**config.mk**
```make
export PLATFORM = sky130hd
export DESIGN_NAME = stage_sequencer_flat
export DESIGN_NICKNAME = d
export VERILOG_FILES = /design/src/rtl/stage_sequencer_if.sv /design/src/rtl/stage_sequencer.sv /design/src/flat_wrapper.sv
export SDC_FILE = /design/constraint.sdc
export NUM_CORES = 1
export LEC_CHECK = 0
export BUFFER_PORTS_ARGS = -buffer_cell sky130_fd_sc_hd__buf_4
export CAP_MARGIN = 10
export CORE_MARGIN = 3
export CORE_UTILIZATION = 55
export DETAILED_ROUTE_END_ITERATION = 8
export PLACE_DENSITY = 0.88
export SYNTH_ARGS = -nofsm -noshare
export SYNTH_HDL_FRONTEND = slang
export SYNTH_SLANG_ARGS = --single-unit
```
**constraint.sdc**
```tcl
create_clock -name clock -period 2.9 [get_ports clock]
set_input_delay 0.58 -clock clock [delete_from_list [all_inputs] [get_ports clock]]
set_output_delay 0.58 -clock clock [all_outputs]
set_load 0.005 [all_outputs]
```
**src/rtl/stage_sequencer_if.sv**
```systemverilog
// rtl/stage_sequencer_if.sv - bundle of control, status and per-stage signals of the stage sequencer
//
// Purpose: groups every stage_sequencer signal except clock and reset.
// Ports (signals):
//   run          sequencer input, level request to keep executing rounds
//   stage_mask   sequencer input, bit k-1 enables stage k
//   stage_done   sequencer input, done level from stage k
//   stage_exit   sequencer input, early-termination flag from stage k
//   stage_wr_req sequencer input, memory write request from stage k
//   stage_en     sequencer output, one-hot active-stage enable
//   stage_nrst   sequencer output, active-low reset to all stages
//   addr_select  sequencer output, address mux select (0 = no stage)
//   wr_en        sequencer output, memory write enable
//   busy         sequencer output, high outside IDLE
//   round_done   sequencer output, one-cycle pulse at round end
//   exit_stage   sequencer output, stage that ended the last round early
//   timeout      sequencer output, watchdog expiry pulse
//   round_count  sequencer output, completed round count
// Modports: master = sequencer side, slave = stage/controller side.
interface stage_sequencer_if #(
  parameter int NUM_STAGES = 7
);
  logic                  run;
  logic [NUM_STAGES-1:0] stage_mask;
  logic [NUM_STAGES-1:0] stage_done;
  logic [NUM_STAGES-1:0] stage_exit;
  logic [NUM_STAGES-1:0] stage_wr_req;
  logic [NUM_STAGES-1:0] stage_en;
  logic                  stage_nrst;
  logic [2:0]            addr_select;
  logic                  wr_en;
  logic                  busy;
  logic                  round_done;
  logic [2:0]            exit_stage;
  logic                  timeout;
  logic [15:0]           round_count;

  modport master (
    input  run, stage_mask, stage_done, stage_exit, stage_wr_req,
    output stage_en, stage_nrst, addr_select, wr_en, busy, round_done,
           exit_stage, timeout, round_count
  );

  modport slave (
    output run, stage_mask, stage_done, stage_exit, stage_wr_req,
    input  stage_en, stage_nrst, addr_select, wr_en, busy, round_done,
           exit_stage, timeout, round_count
  );
endinterface

```
**src/rtl/stage_sequencer.sv**
```systemverilog
// rtl/stage_sequencer.sv - round-based sequencer that enables pipeline stages one at a time
//
// Purpose: each round clears all stages, then walks the enabled stages in
// ascending order, handing the address mux and memory write enable to the
// active stage until it reports done, exits early, or its watchdog expires.
// Ports:
//   clock  single clock, rising edge
//   rst    asynchronous active-high reset
//   bus    stage_sequencer_if.master (run/mask/done/exit/wr_req in,
//          stage_en/stage_nrst/addr_select/wr_en/status out)
// Parameters: NUM_STAGES (<= 7, addr_select is 3 bits), CLEAR_CYCLES (>= 1),
// TIMEOUT (cycles a stage may stay active without done).
module stage_sequencer #(
  parameter int NUM_STAGES   = 7,
  parameter int CLEAR_CYCLES = 2,
  parameter int TIMEOUT      = 1024
) (
  input  logic              clock,
  input  logic              rst,
  stage_sequencer_if.master bus
);

  localparam logic [1:0] S_IDLE  = 2'd0;
  localparam logic [1:0] S_CLEAR = 2'd1;
  localparam logic [1:0] S_RUN   = 2'd2;
  localparam logic [1:0] S_END   = 2'd3;

  localparam int CLR_W = (CLEAR_CYCLES > 1) ? $clog2(CLEAR_CYCLES) : 1;
  localparam logic [CLR_W-1:0] CLR_LAST = CLR_W'(CLEAR_CYCLES - 1);
  localparam logic [15:0]      WD_LAST  = 16'(TIMEOUT - 1);

  logic [1:0]            state;
  logic [CLR_W-1:0]      clr_cnt;
  logic [NUM_STAGES-1:0] mask_q;
  logic [2:0]            cur;
  logic [15:0]           wdog;
  logic [2:0]            exit_q;
  logic                  timeout_q;
  logic [15:0]           count_q;

  logic [NUM_STAGES-1:0] cur_bit;
  logic                  cur_done;
  logic                  cur_exit;
  logic [2:0]            nxt_stage;
  logic [2:0]            first_stage;
  logic                  in_run;

  // Lowest enabled stage strictly above 'from'; 0 when none remains.
  function automatic logic [2:0] next_enabled(input logic [NUM_STAGES-1:0] m,
                                              input logic [2:0] from);
    logic [2:0] r;
    r = 3'd0;
    for (int i = NUM_STAGES; i >= 1; i--) begin
      if (i > int'(from) && m[i-1]) r = 3'(i);
    end
    return r;
  endfunction

  always_comb begin
    cur_bit = '0;
    for (int k = 0; k < NUM_STAGES; k++) begin
      cur_bit[k] = (int'(cur) == k + 1);
    end
  end

  assign in_run      = (state == S_RUN);
  // Only the active stage's done/exit bits are looked at.
  assign cur_done    = |(bus.stage_done & cur_bit);
  assign cur_exit    = |(bus.stage_exit & cur_bit);
  assign nxt_stage   = next_enabled(mask_q, cur);
  assign first_stage = next_enabled(bus.stage_mask, 3'd0);

  always_ff @(posedge clock or posedge rst) begin
    if (rst) begin
      state     <= S_IDLE;
      clr_cnt   <= '0;
      mask_q    <= '0;
      cur       <= 3'd0;
      wdog      <= 16'd0;
      exit_q    <= 3'd0;
      timeout_q <= 1'b0;
      count_q   <= 16'd0;
    end else begin
      timeout_q <= 1'b0;
      case (state)
        S_IDLE: begin
          if (bus.run) begin
            state   <= S_CLEAR;
            clr_cnt <= '0;
          end
        end
        S_CLEAR: begin
          if (clr_cnt == CLR_LAST) begin
            mask_q <= bus.stage_mask;
            wdog   <= 16'd0;
            if (first_stage == 3'd0) begin
              state  <= S_END;
              exit_q <= 3'd0;
            end else begin
              state <= S_RUN;
              cur   <= first_stage;
            end
          end else begin
            clr_cnt <= clr_cnt + 1'b1;
          end
        end
        S_RUN: begin
          // done is checked first so it wins over a same-cycle watchdog expiry
          if (cur_done) begin
            wdog <= 16'd0;
            if (cur_exit) begin
              state  <= S_END;
              exit_q <= cur;
            end else if (nxt_stage == 3'd0) begin
              state  <= S_END;
              exit_q <= 3'd0;
            end else begin
              cur <= nxt_stage;
            end
          end else if (wdog == WD_LAST) begin
            timeout_q <= 1'b1;
            wdog      <= 16'd0;
            state     <= S_END;
            exit_q    <= cur;
          end else begin
            wdog <= wdog + 16'd1;
          end
        end
        S_END: begin
          if (exit_q == 3'd0) count_q <= count_q + 16'd1;
          cur     <= 3'd0;
          clr_cnt <= '0;
          state   <= bus.run ? S_CLEAR : S_IDLE;
        end
        default: state <= S_IDLE;
      endcase
    end
  end

  assign bus.stage_en    = in_run ? cur_bit : '0;
  assign bus.addr_select = in_run ? cur : 3'd0;
  assign bus.wr_en       = in_run & (|(bus.stage_wr_req & cur_bit));
  // Stages are held in reset only in IDLE and CLEAR, so the low time between
  // back-to-back rounds is exactly CLEAR_CYCLES.
  assign bus.stage_nrst  = (state == S_RUN) || (state == S_END);
  assign bus.busy        = (state != S_IDLE);
  assign bus.round_done  = (state == S_END);
  assign bus.timeout     = timeout_q;
  assign bus.exit_stage  = exit_q;
  assign bus.round_count = count_q;

endmodule

```
**src/flat_wrapper.sv**
```systemverilog
// flat-port wrapper written by rule: the top's interface ports become plain ports
module stage_sequencer_flat 
#(
  parameter int NUM_STAGES   = 7,
  parameter int CLEAR_CYCLES = 2,
  parameter int TIMEOUT      = 1024
)
  (clock, rst, bus_run, bus_stage_mask, bus_stage_done, bus_stage_exit, bus_stage_wr_req, bus_stage_en, bus_stage_nrst, bus_addr_select, bus_wr_en, bus_busy, bus_round_done, bus_exit_stage, bus_timeout, bus_round_count);
  stage_sequencer_if #(.NUM_STAGES(NUM_STAGES)) bus_i ();
  input  logic clock;
  input  logic rst;
  input wire logic [$bits(bus_i.run)-1:0] bus_run;
  input wire logic [$bits(bus_i.stage_mask)-1:0] bus_stage_mask;
  input wire logic [$bits(bus_i.stage_done)-1:0] bus_stage_done;
  input wire logic [$bits(bus_i.stage_exit)-1:0] bus_stage_exit;
  input wire logic [$bits(bus_i.stage_wr_req)-1:0] bus_stage_wr_req;
  output wire logic [$bits(bus_i.stage_en)-1:0] bus_stage_en;
  output wire logic [$bits(bus_i.stage_nrst)-1:0] bus_stage_nrst;
  output wire logic [$bits(bus_i.addr_select)-1:0] bus_addr_select;
  output wire logic [$bits(bus_i.wr_en)-1:0] bus_wr_en;
  output wire logic [$bits(bus_i.busy)-1:0] bus_busy;
  output wire logic [$bits(bus_i.round_done)-1:0] bus_round_done;
  output wire logic [$bits(bus_i.exit_stage)-1:0] bus_exit_stage;
  output wire logic [$bits(bus_i.timeout)-1:0] bus_timeout;
  output wire logic [$bits(bus_i.round_count)-1:0] bus_round_count;
  assign bus_i.run = bus_run;
  assign bus_i.stage_mask = bus_stage_mask;
  assign bus_i.stage_done = bus_stage_done;
  assign bus_i.stage_exit = bus_stage_exit;
  assign bus_i.stage_wr_req = bus_stage_wr_req;
  assign bus_stage_en = bus_i.stage_en;
  assign bus_stage_nrst = bus_i.stage_nrst;
  assign bus_addr_select = bus_i.addr_select;
  assign bus_wr_en = bus_i.wr_en;
  assign bus_busy = bus_i.busy;
  assign bus_round_done = bus_i.round_done;
  assign bus_exit_stage = bus_i.exit_stage;
  assign bus_timeout = bus_i.timeout;
  assign bus_round_count = bus_i.round_count;
  stage_sequencer #(.NUM_STAGES(NUM_STAGES), .CLEAR_CYCLES(CLEAR_CYCLES), .TIMEOUT(TIMEOUT)) u_core (.clock(clock), .rst(rst), .bus(bus_i));
endmodule
```
==> key figures, run 1 <==
Status
  – Status: finished clean

Clock tree
  – CTS clk-pin slew, worst paths: 0.09 ns
  – Clock latency on the worst-skew pair: just over 0.3 ns
  – Clock Path Buffers: 2
  – Hold buffers post-CTS: 0
  – CTS buffer count: 5
  – CTS tree: built
  – Htree depth: 2
  – Clk sinks: 49
  – Root buffer cell: clkbuf_8
  – Post-CTS Setup Bufs: 0
  – Post-CTS sizing: 0

Route
  – Wire per inst: between 15 and 20 µm
  – Iter 0 DRT Violations: between 200 and 250
  – Via Count: between 2,000 and 3,000
  – Drt total wl: between 7000 and 8000 µm
  – Pre-antenna DRT Iters: 4
  – DR vias/cell: 5.78
  – Remaining DRCs: 0
  – Final antenna-violating net count: 0

Synth
  – Post-Syn Area: 2960 µm²
  – Biggest area consumer among synthesized cells: dfrtp_1
  – Syn avg cell area: approximately 9.4 µm²
  – Gate Count Post-Synth: 314
  – Prevailing post-synth register cell: dfrtp_1
  – #FFs+latches synth: between 40 and 50
  – EDFF count, synth: 0
  – Top cell type's share of synthesized area: approximately two fifths
  – FFs w/ async S/R, synth: 100%
  – Largest cells by area after synthesis: dfrtp_1 41%, xnor2_1 4.4%, xor2_1 4.1%, nor2_1 4.1%, mux2_2 3.4%
  – Number of library cell types mapped by synthesis: 56
  – Yosys warns: 0
  – Syn Nets: about 350
  – Part of the Yosys area used for sequential elements: between 40% and 50%

STA
  – Final setup violation count: 0
  – Setup TNS: 0 ns
  – Slew Limit Fails: 0
  – Clk_skew: approximately 0.0063 ns
  – Hold WS: 0.473 ns
  – Fin crit period: between 2 and 3 ns
  – Achievable frequency: approximately 400 MHz
  – Slew margin rel.: between 20% and 30%
  – Slew @ Worst Pin: approximately 1.1 ns
  – Final Hold Fails: 0
  – Final period util: a little under nine tenths
  – RSZ-0062 raised after global routing: no

Critical path
  – Crit-path leading delay family: compound AO/OA/AOI/OAI gates
  – CP Cell Sequence: mux2i_1, a211o_4, a31oi_1, nor2_1
  – Crit. End Element: flip-flop
  – CP Launch Type: flip-flop
  – Req. time, crit path: 3.05 ns
  – Worst path slowest cell: a31oi_1
  – Critical Path Fanout Max: 21
  – WP data arrival: approximately 2.7 ns
  – Worst path max stage delay: about 0.81 ns
  – CP bufs+invs: 0
  – Kind of critical path: reg -> reg

Floorplanning
  – Die X-Extent: between 70 and 80 µm
  – Initial core utilization: between 50% and 60%
  – Core area: ~5000 µm²
  – Die Ht: ~79 µm
  – I/O pins: 65
  – Die Area: 6290 µm²
  – Row cnt: 26

Finish
  – Antenna cell count: 0
  – Commonest non-fill, non-tap cell in the layout: buf_4
  – Nets: about 420
  – Area grow syn2layout: 21.5%
  – Most frequent cells in the layout: 68 x buf_4, 49 x dfrtp_1, 32 x nor2_1, 26 x nand2_1, 19 x nand3_1
  – Fillers: 409
  – Layout cells sized above 1: a little under a quarter

Min path
  – Hold WC Path Type: reg -> reg

GRT
  – Total track usage: 24.2%
  – Initial antenna violation count: 0
  – Number of global-route vias before repair: ~2,600
  – Pin count of the biggest net entering global routing: 50
  – GRT Residual Overflow: 0
  – Global-route wire length before repair: about 12,000 µm

Run
  – Total of max-cap violations: 0

Place
  – RD Place Congestion: about 0.9
  – PortBufs: 64
  – Post-DP HPWL: between 5000 and 6000 µm

Power and ir drop
  – Max IR drop VDD: 0.663 mV
  – Ratio of total power to cell area: 813 nW/µm²
  – LEAKAGE: ~0.0017 µW
-- final cells by class --
type                       count  area (µm²)  area share (%)
clock buffer                   6        72.6            2.02
clock inverter                 2        13.8           0.383
inverter                      17        63.8            1.78
multi-input combinational    237        1620            45.1
sequential                    49        1230            34.1
tap                           70        87.6            2.44
timing repair buffer          68         510            14.2
-- report_power, final --
| group | leakage [µW] | total, µW | internal, µW | switching (µW) |
|---|---|---|---|---|
| logic | 0.000999 | 1440 | 664 | 772 |
| clock network | 0.0000456 | 403 | 172 | 231 |
| registers | 0.000651 | 1080 | 832 | 252 |
-- per-layer routing --
metal	wire length (µm)	GRT usage, %	part of all wire [%]
met2	3370	40.1	48
met3	522	6.12	7.4
met5	0	0	0
met4	74	6.01	1.0
met1	3090	31.9	44
-- state kept, by name, summed over array words and instances, names as in the netlist --
register / cells
u_core.bus.exit_stage: 3
u_core.bus.round_count: 16
u_core.bus.timeout: 1
u_core.clr_cnt: 1
u_core.cur: 3
u_core.mask_q: 7
u_core.state: 2
u_core.wdog: 16
-- kinds of logic (layout without fill, tap and decap cells) --
kind of cell	count (synthesis)	after routing	share of synthesized area, %
AO/OA/AOI/OAI	53	53	13.5
XOR/XNOR	29	29	8.59
adder cells (fa/ha/maj)	7	7	2.96
buffers and inverters	28	93	3.81
flip-flops	49	49	41.5
multiplexers	20	20	7.19
AND/OR/NAND/NOR	128	128	22.5
-- cells in the mapped netlist, types with 2 or more instances --
| cell | number |
|---|---|
| a21o_1 | 2 |
| a22o_1 | 3 |
| xor2_1 | 14 |
| o2bb2ai_1 | 2 |
| nand3_1 | 19 |
| dfrtp_1 | 49 |
| a21oi_1 | 8 |
| o211ai_1 | 4 |
| nor3b_1 | 2 |
| nor4_1 | 3 |
| o22ai_1 | 2 |
| nor3_1 | 8 |
| o31ai_1 | 4 |
| nand4_1 | 6 |
| nor4b_1 | 2 |
| mux2_2 | 9 |
| clkbuf_1 | 9 |
| or4_1 | 2 |
| ha_1 | 7 |
| o21ai_0 | 7 |
| nand2b_1 | 7 |
| and4_1 | 2 |
| and3_1 | 7 |
| nor2b_1 | 3 |
| a32oi_1 | 2 |
| a31oi_1 | 4 |
| o21bai_1 | 2 |
| mux2i_1 | 10 |
| or3_1 | 2 |
| nor2_1 | 32 |
| xnor2_1 | 15 |
| inv_1 | 17 |
| nand2_1 | 26 |
-- path summary, 6_finish.rpt --
path                       cells after the start                                   start  slack, ns                                endpoint
max reg2reg                                    4               u_core.cur[0]$_DFFE_PP0P_       0.40             u_core.wdog[12]$_DFFE_PP0P_
max in group asynchronous                      2                                     rst       1.77            u_core.mask_q[3]$_DFFE_PP0P_
min reg2reg                                    1  u_core.bus.round_count[15]$_DFFE_PP0P_       0.47  u_core.bus.round_count[15]$_DFFE_PP0P_
min                                            1  u_core.bus.round_count[15]$_DFFE_PP0P_       0.47  u_core.bus.round_count[15]$_DFFE_PP0P_
max                                            4               u_core.cur[0]$_DFFE_PP0P_       0.40             u_core.wdog[12]$_DFFE_PP0P_
min in group asynchronous                      2                                     rst       0.51  u_core.bus.round_count[15]$_DFFE_PP0P_
-- per-stage QoR --
stage / utilization, % / setup WS (ns) / cells / total power (µW) / instance area, µm²
final: 69.9 / 0.399 / 449 / 2920 / 3590
after global routing: 69.9 / 0.0928 / 449 / 3150 / 3590
after CTS: 69.9 / 0.375 / 449 / 2920 / 3590
after detailed placement: 68.2 / 0.378 / 441 / 2510 / 3510
after global placement: 68.2 / 0.459 / 441 / 2440 / 3510
after floorplan: - / 0.741 / 314 / 2050 / 2960
No activity file was read; power rests on OpenSTA's default activity.
==> inputs of run 2 (changes only) <==
Clock period 2.9 ns to 2.7 ns, I/O delays scaled along.
==> key figures, run 2 (synthesis gave the netlist of run 1 again) <==
Clock tree
  – Root buffer cell: clkbuf_8
  – CTS clk-pin slew, worst paths: 0.09 ns
  – Clock Path Buffers: 2
  – Clk sinks: between 40 and 50
  – Clock latency on the worst-skew pair: 0.31 ns
  – Htree depth: 2
  – Post-CTS Setup Bufs: 0
  – Hold buffers post-CTS: 0
  – Post-CTS sizing: 0
  – CTS tree: built
  – CTS buffer count: 5

Finish
  – Most frequent cells in the layout: 74 x buf_4, 49 x dfrtp_1, 32 x nor2_1, 26 x nand2_1, 19 x nand3_1
  – Area grow syn2layout: 23.9%
  – Final Util: just over 70%
  – Nets: between 400 and 500
  – Commonest non-fill, non-tap cell in the layout: buf_4
  – Layout cells sized above 1: between 20 and 30%
  – Fillers: slightly above 400
  – Post-route insts no fill: 455
  – Antenna cell count: 0

GRT
  – Pin count of the biggest net entering global routing: 34
  – Grt met1 use: 30.1%
  – Grt peak-use layer: met2
  – GRT Residual Overflow: 0
  – Met2 Use GR: about two fifths
  – Total track usage: 23.9%
  – Met3 Track Usage GR: between 5 and 6%
  – Initial antenna violation count: 0
  – Global-route wire length before repair: 11,900 µm
  – Number of global-route vias before repair: around 2,600

STA
  – Setup TNS: 0 ns
  – Final Hold Fails: 0
  – Slew Limit Fails: 0
  – Fin crit period: 2.56 ns
  – Final period util: a little over nine tenths
  – Achievable frequency: between 300 and 400 MHz
  – Slew @ Worst Pin: approximately 0.56 ns
  – Clk_skew: approximately 0.011 ns
  – Hold WS: roughly 0.19 ns
  – Slew margin rel.: between 60% and 70%
  – Final setup violation count: 0
  – RSZ-0062 raised after global routing: no

Floorplanning
  – Die Area: 6290 µm²
  – Die Ht: 79.3 µm
  – Row cnt: 26
  – Die X-Extent: between 70 and 80 µm
  – Core area: a little over 5000 µm²
  – Initial core utilization: between 50% and 60%
  – I/O pins: 65

Critical path
  – Kind of critical path: reg -> out
  – R2R cell count: 6
  – R2R setup slack: around 0.44 ns
  – Worst path slowest cell: dfrtp_1
  – Crit. End Element: output pin
  – Reg-to-reg startpoint: u_core.state[1]$_DFFE_PP0P_
  – Critical Path Fanout Max: 9
  – CP Cell Sequence: inv_1, ha_1, buf_4, nand2_1, inv_1, and3_1, buf_4
  – CP Launch Type: flip-flop
  – Worst r2r dst: u_core.bus.round_count[13]$_DFFE_PP0P_
  – Req. time, crit path: between 2 and 2.5 ns
  – WP data arrival: a little over 2 ns
  – Worst path max stage delay: approximately 0.43 ns

Min path
  – Hold WC Path Type: in -> async

Place
  – Post-DP HPWL: around 5500 µm
  – RD Place Congestion: about 0.94
  – Inst Count DP: about 450
  – PortBufs: between 60 and 70

Power and ir drop
  – Internal: 1930 µW
  – LEAKAGE: between 0.0015 and 0.002 µW
  – Flop pwr share: 34.0%
  – Ratio of total power to cell area: between 900 and 1000 nW/µm²
  – Max IR drop VDD: between 0.6 and 0.7 mV
  – Sw power: between 1000 and 1500 µW
  – Switching Fraction: 41.3%
  – Clock group share of total power: between 10% and 20%
  – Gate power share: 50.0%

Route
  – Iter 0 DRT Violations: around 180
  – Wire per inst: 15.6 µm
  – Via Count: roughly 2,600
  – Final antenna-violating net count: 0
  – Drt total wl: a little over 7000 µm
  – Remaining DRCs: 0
  – DR vias/cell: a little under 6
  – Pre-antenna DRT Iters: 4

Run
  – Total of max-cap violations: 0

Status
  – Status: finished clean
## run 2: cell count changes in the layout (fill, tap and decap cells not counted), sizes merged
cell,change
buf,+6
bufinv,+1
clkbuf,-1
## run 2: final cells by class
| cell class | count | area (µm²) | share of cell area (%) |
|---|---|---|---|
| clock inverters | 3 | 43.8 | 1.19 |
| clock buffers | 5 | 68.8 | 1.88 |
| multi-input cells | 237 | 1620 | 44.2 |
| flip-flops and latches | 49 | 1230 | 33.5 |
| well taps | 70 | 87.6 | 2.39 |
| inverters | 17 | 63.8 | 1.74 |
| repair buffers | 74 | 556 | 15.2 |
## run 2: metrics by stage
step	worst slack (ns)	total power, µW	cell area (µm²)
2_1_floorplan	0.581	2200	2960
3_3_place_gp	0.385	2690	3550
3_5_place_dp	0.316	2760	3550
4_1_cts	0.161	3290	3660
5_1_grt	0.0360	3530	3660
6_report	0.140	3300	3660
## run 2: how the worst max path moves through the flow
stage / to / cells after the start / startpoint / slack [ns]
final: bus_stage_en[2] / 7 / u_core.state[0]$_DFFE_PP0P_ / 0.14
after global routing: bus_stage_en[2] / 7 / u_core.state[0]$_DFFE_PP0P_ / 0.04
after CTS: bus_stage_en[2] / 7 / u_core.state[0]$_DFFE_PP0P_ / 0.16
after detailed placement: u_core.bus.exit_stage[0]$_DFFE_PP0P_ / 6 / bus_stage_mask[3] / 0.32
after global placement: u_core.bus.exit_stage[2]$_DFFE_PP0P_ / 6 / bus_stage_mask[3] / 0.38
after floorplan: u_core.bus.exit_stage[0]$_DFFE_PP0P_ / 5 / bus_stage_mask[3] / 0.58
## run 2: worst max-delay path: cells and delay by family, from the launching register on
family	cells	cell delay (ns)
buffers and inverters	4	0.65
adder cells (fa/ha/maj)	1	0.37
flip-flops	1	0.43
AND/OR/NAND/NOR	2	0.28
## run 2: power groups by stage
stage / clock, µW / sequential (µW) / combinational, µW
6_report: 526 / 1120 / 1650
5_1_grt: 564 / 1150 / 1810
3_5_place_dp: 0 / 1130 / 1640
2_1_floorplan: 0 / 1040 / 1160
4_1_cts: 535 / 1110 / 1650
3_3_place_gp: 0 / 1110 / 1580
## run 2: layer usage
metal | wire length, µm | part of all wire (%) | vias to the layer above
met1 | 2960 | 42 | 1252
met5 | 0 | 0 | -
met3 | 595 | 8.4 | 11
met2 | 3470 | 49 | 108
li1 | - | - | 1262
met4 | 78 | 1.1 | 0
==> inputs of run 3 (changes only) <==
Settings changed: CELL_PAD_IN_SITES_DETAIL_PLACEMENT from default to 0, CELL_PAD_IN_SITES_GLOBAL_PLACEMENT from default to 1, CORE_UTILIZATION 55 to 41, PLACE_DENSITY 0.88 to 0.87.
==> key figures, run 3 (synthesis gave the netlist of run 1 again) <==
Route
  – DR vias/cell: 5.28
  – Remaining DRCs: 0
  – Iter 0 DRT Violations: 108
  – Via Count: around 2,500
  – Drt total wl: between 7000 and 8000 µm
  – Post-Route M1 WL: around 3300 µm
  – Max layer used: met4
  – Final antenna-violating net count: 0
  – Metal2 WL: approximately 3100 µm
  – Wire per inst: ~15 µm
  – Metal3 WL: approximately 530 µm
  – Pre-antenna DRT Iters: 5

Critical path
  – Worst path slowest cell: dfrtp_1
  – Req. time, crit path: about 2.2 ns
  – Most frequent CP cell: inv_1
  – CP Cell Sequence: inv_1, ha_2, inv_1, nor2_1, buf_4
  – Critical Path Fanout Max: 14
  – Reg-to-reg startpoint: u_core.state[1]$_DFFE_PP0P_
  – Kind of critical path: reg -> out
  – Crit. End Element: output pin
  – Crit-path leading delay family: buffers and inverters
  – Worst path max stage delay: roughly 0.42 ns
  – WP data arrival: around 2.0 ns
  – CP bufs+invs: 3
  – CP Launch Type: flip-flop
  – Critical Path Start: u_core.state[0]$_DFFE_PP0P_

Floorplanning
  – Die Ht: approximately 90 µm
  – I/O pins: 65
  – Row cnt: 30
  – Die Area: roughly 8300 µm²
  – Core area: roughly 6900 µm²
  – Initial core utilization: 42.8%
  – Die X-Extent: 90.9 µm

GRT
  – Pin count of the biggest net entering global routing: 31
  – GRT Residual Overflow: 0
  – Number of global-route vias before repair: about 2,400
  – Initial antenna violation count: 0
  – Global-route wire length before repair: 11,700 µm
  – Total track usage: between 10% and 20%

Clock tree
  – CTS clk-pin slew, worst paths: approximately 0.090 ns
  – Root buffer cell: clkbuf_8
  – CTS buffer count: 5
  – Clk sinks: 49
  – Hold buffers post-CTS: 0
  – Post-CTS Setup Bufs: 0
  – Htree depth: 2
  – Clock Path Buffers: 2
  – CTS tree: built
  – Clock latency on the worst-skew pair: roughly 0.30 ns
  – Post-CTS sizing: 0

STA
  – Final setup violation count: 0
  – Setup TNS: 0 ns
  – Slew @ Worst Pin: between 0.6 and 0.7 ns
  – RSZ-0062 raised after global routing: no
  – Slew Limit Fails: 0
  – Final Hold Fails: 0
  – Hold WS: about 0.31 ns
  – Clk_skew: 0.00644 ns
  – Achievable frequency: about 400 MHz
  – Slew margin rel.: 59.7%
  – Fin crit period: 2.49 ns
  – Final period util: slightly above 90%

Run
  – Total of max-cap violations: 0

Status
  – Status: finished clean

Place
  – PortBufs: 64
  – Inst Count DP: approximately 470
  – RD Place Congestion: ~0.85
  – Post-DP HPWL: ~5400 µm

Power and ir drop
  – Ratio of total power to cell area: between 900 and 1000 nW/µm²
  – Max IR drop VDD: 0.650 mV
  – LEAKAGE: between 0.0015 and 0.002 µW

Finish
  – Post-route insts no fill: 482
  – Commonest non-fill, non-tap cell in the layout: buf_4
  – Layout cells sized above 1: between 20% and 30%
  – Most frequent cells in the layout: 75 x buf_4, 49 x dfrtp_1, 32 x nor2_1, 26 x nand2_1, 19 x nand3_1
  – Antenna cell count: 0
  – Area grow syn2layout: 26.2%
  – Nets: 423
  – Final Util: about 54%

Min path
  – Hold WC Path Type: in -> async
## run 3: path summary, 6_finish.rpt
path                       cells after the start                                endpoint  slack (ns)
max                                            5                      bus_addr_select[2]        0.21
min in group clock                             1  u_core.bus.round_count[15]$_DFFE_PP0P_        0.47
min reg2reg                                    1  u_core.bus.round_count[15]$_DFFE_PP0P_        0.47
max reg2reg                                    6  u_core.bus.round_count[13]$_DFFE_PP0P_        0.42
min                                            2              u_core.wdog[3]$_DFFE_PP0P_        0.31
max in group asynchronous                      3             u_core.state[1]$_DFFE_PP0P_        1.80
## run 3: area by class of cell
cell class                      instances  area (µm²)
Sequential cell                        49        1230
Tap cell                               96         120
Multi-Input combinational cell        237        1620
Fill cell                             669        3170
Inverter                               17        63.8
Timing Repair Buffer                   75         563
Clock buffer                            5        68.8
Clock inverter                          3        68.8
## run 3: layer usage
metal	up-vias	track usage, %
li1	1264	-
met1	1191	23.8
met2	84	26.7
met3	5	4.97
met4	0	3.39
met5	-	0
## run 3: power breakdown
part	internal (µW)	switching [µW]
Clock	373	251
Combinational	760	877
Sequential	895	213
Total	2030	1340
## run 3: stage by stage
step                setup slack [ns]  power, µW  area, µm²
floorplan                      0.581       2200       2960
global placement               0.391       2720       3590
detailed placement             0.341       2740       3590
CTS                           0.0134       3370       3730
global route                  0.0821       3620       3730
finish                         0.206       3370       3730
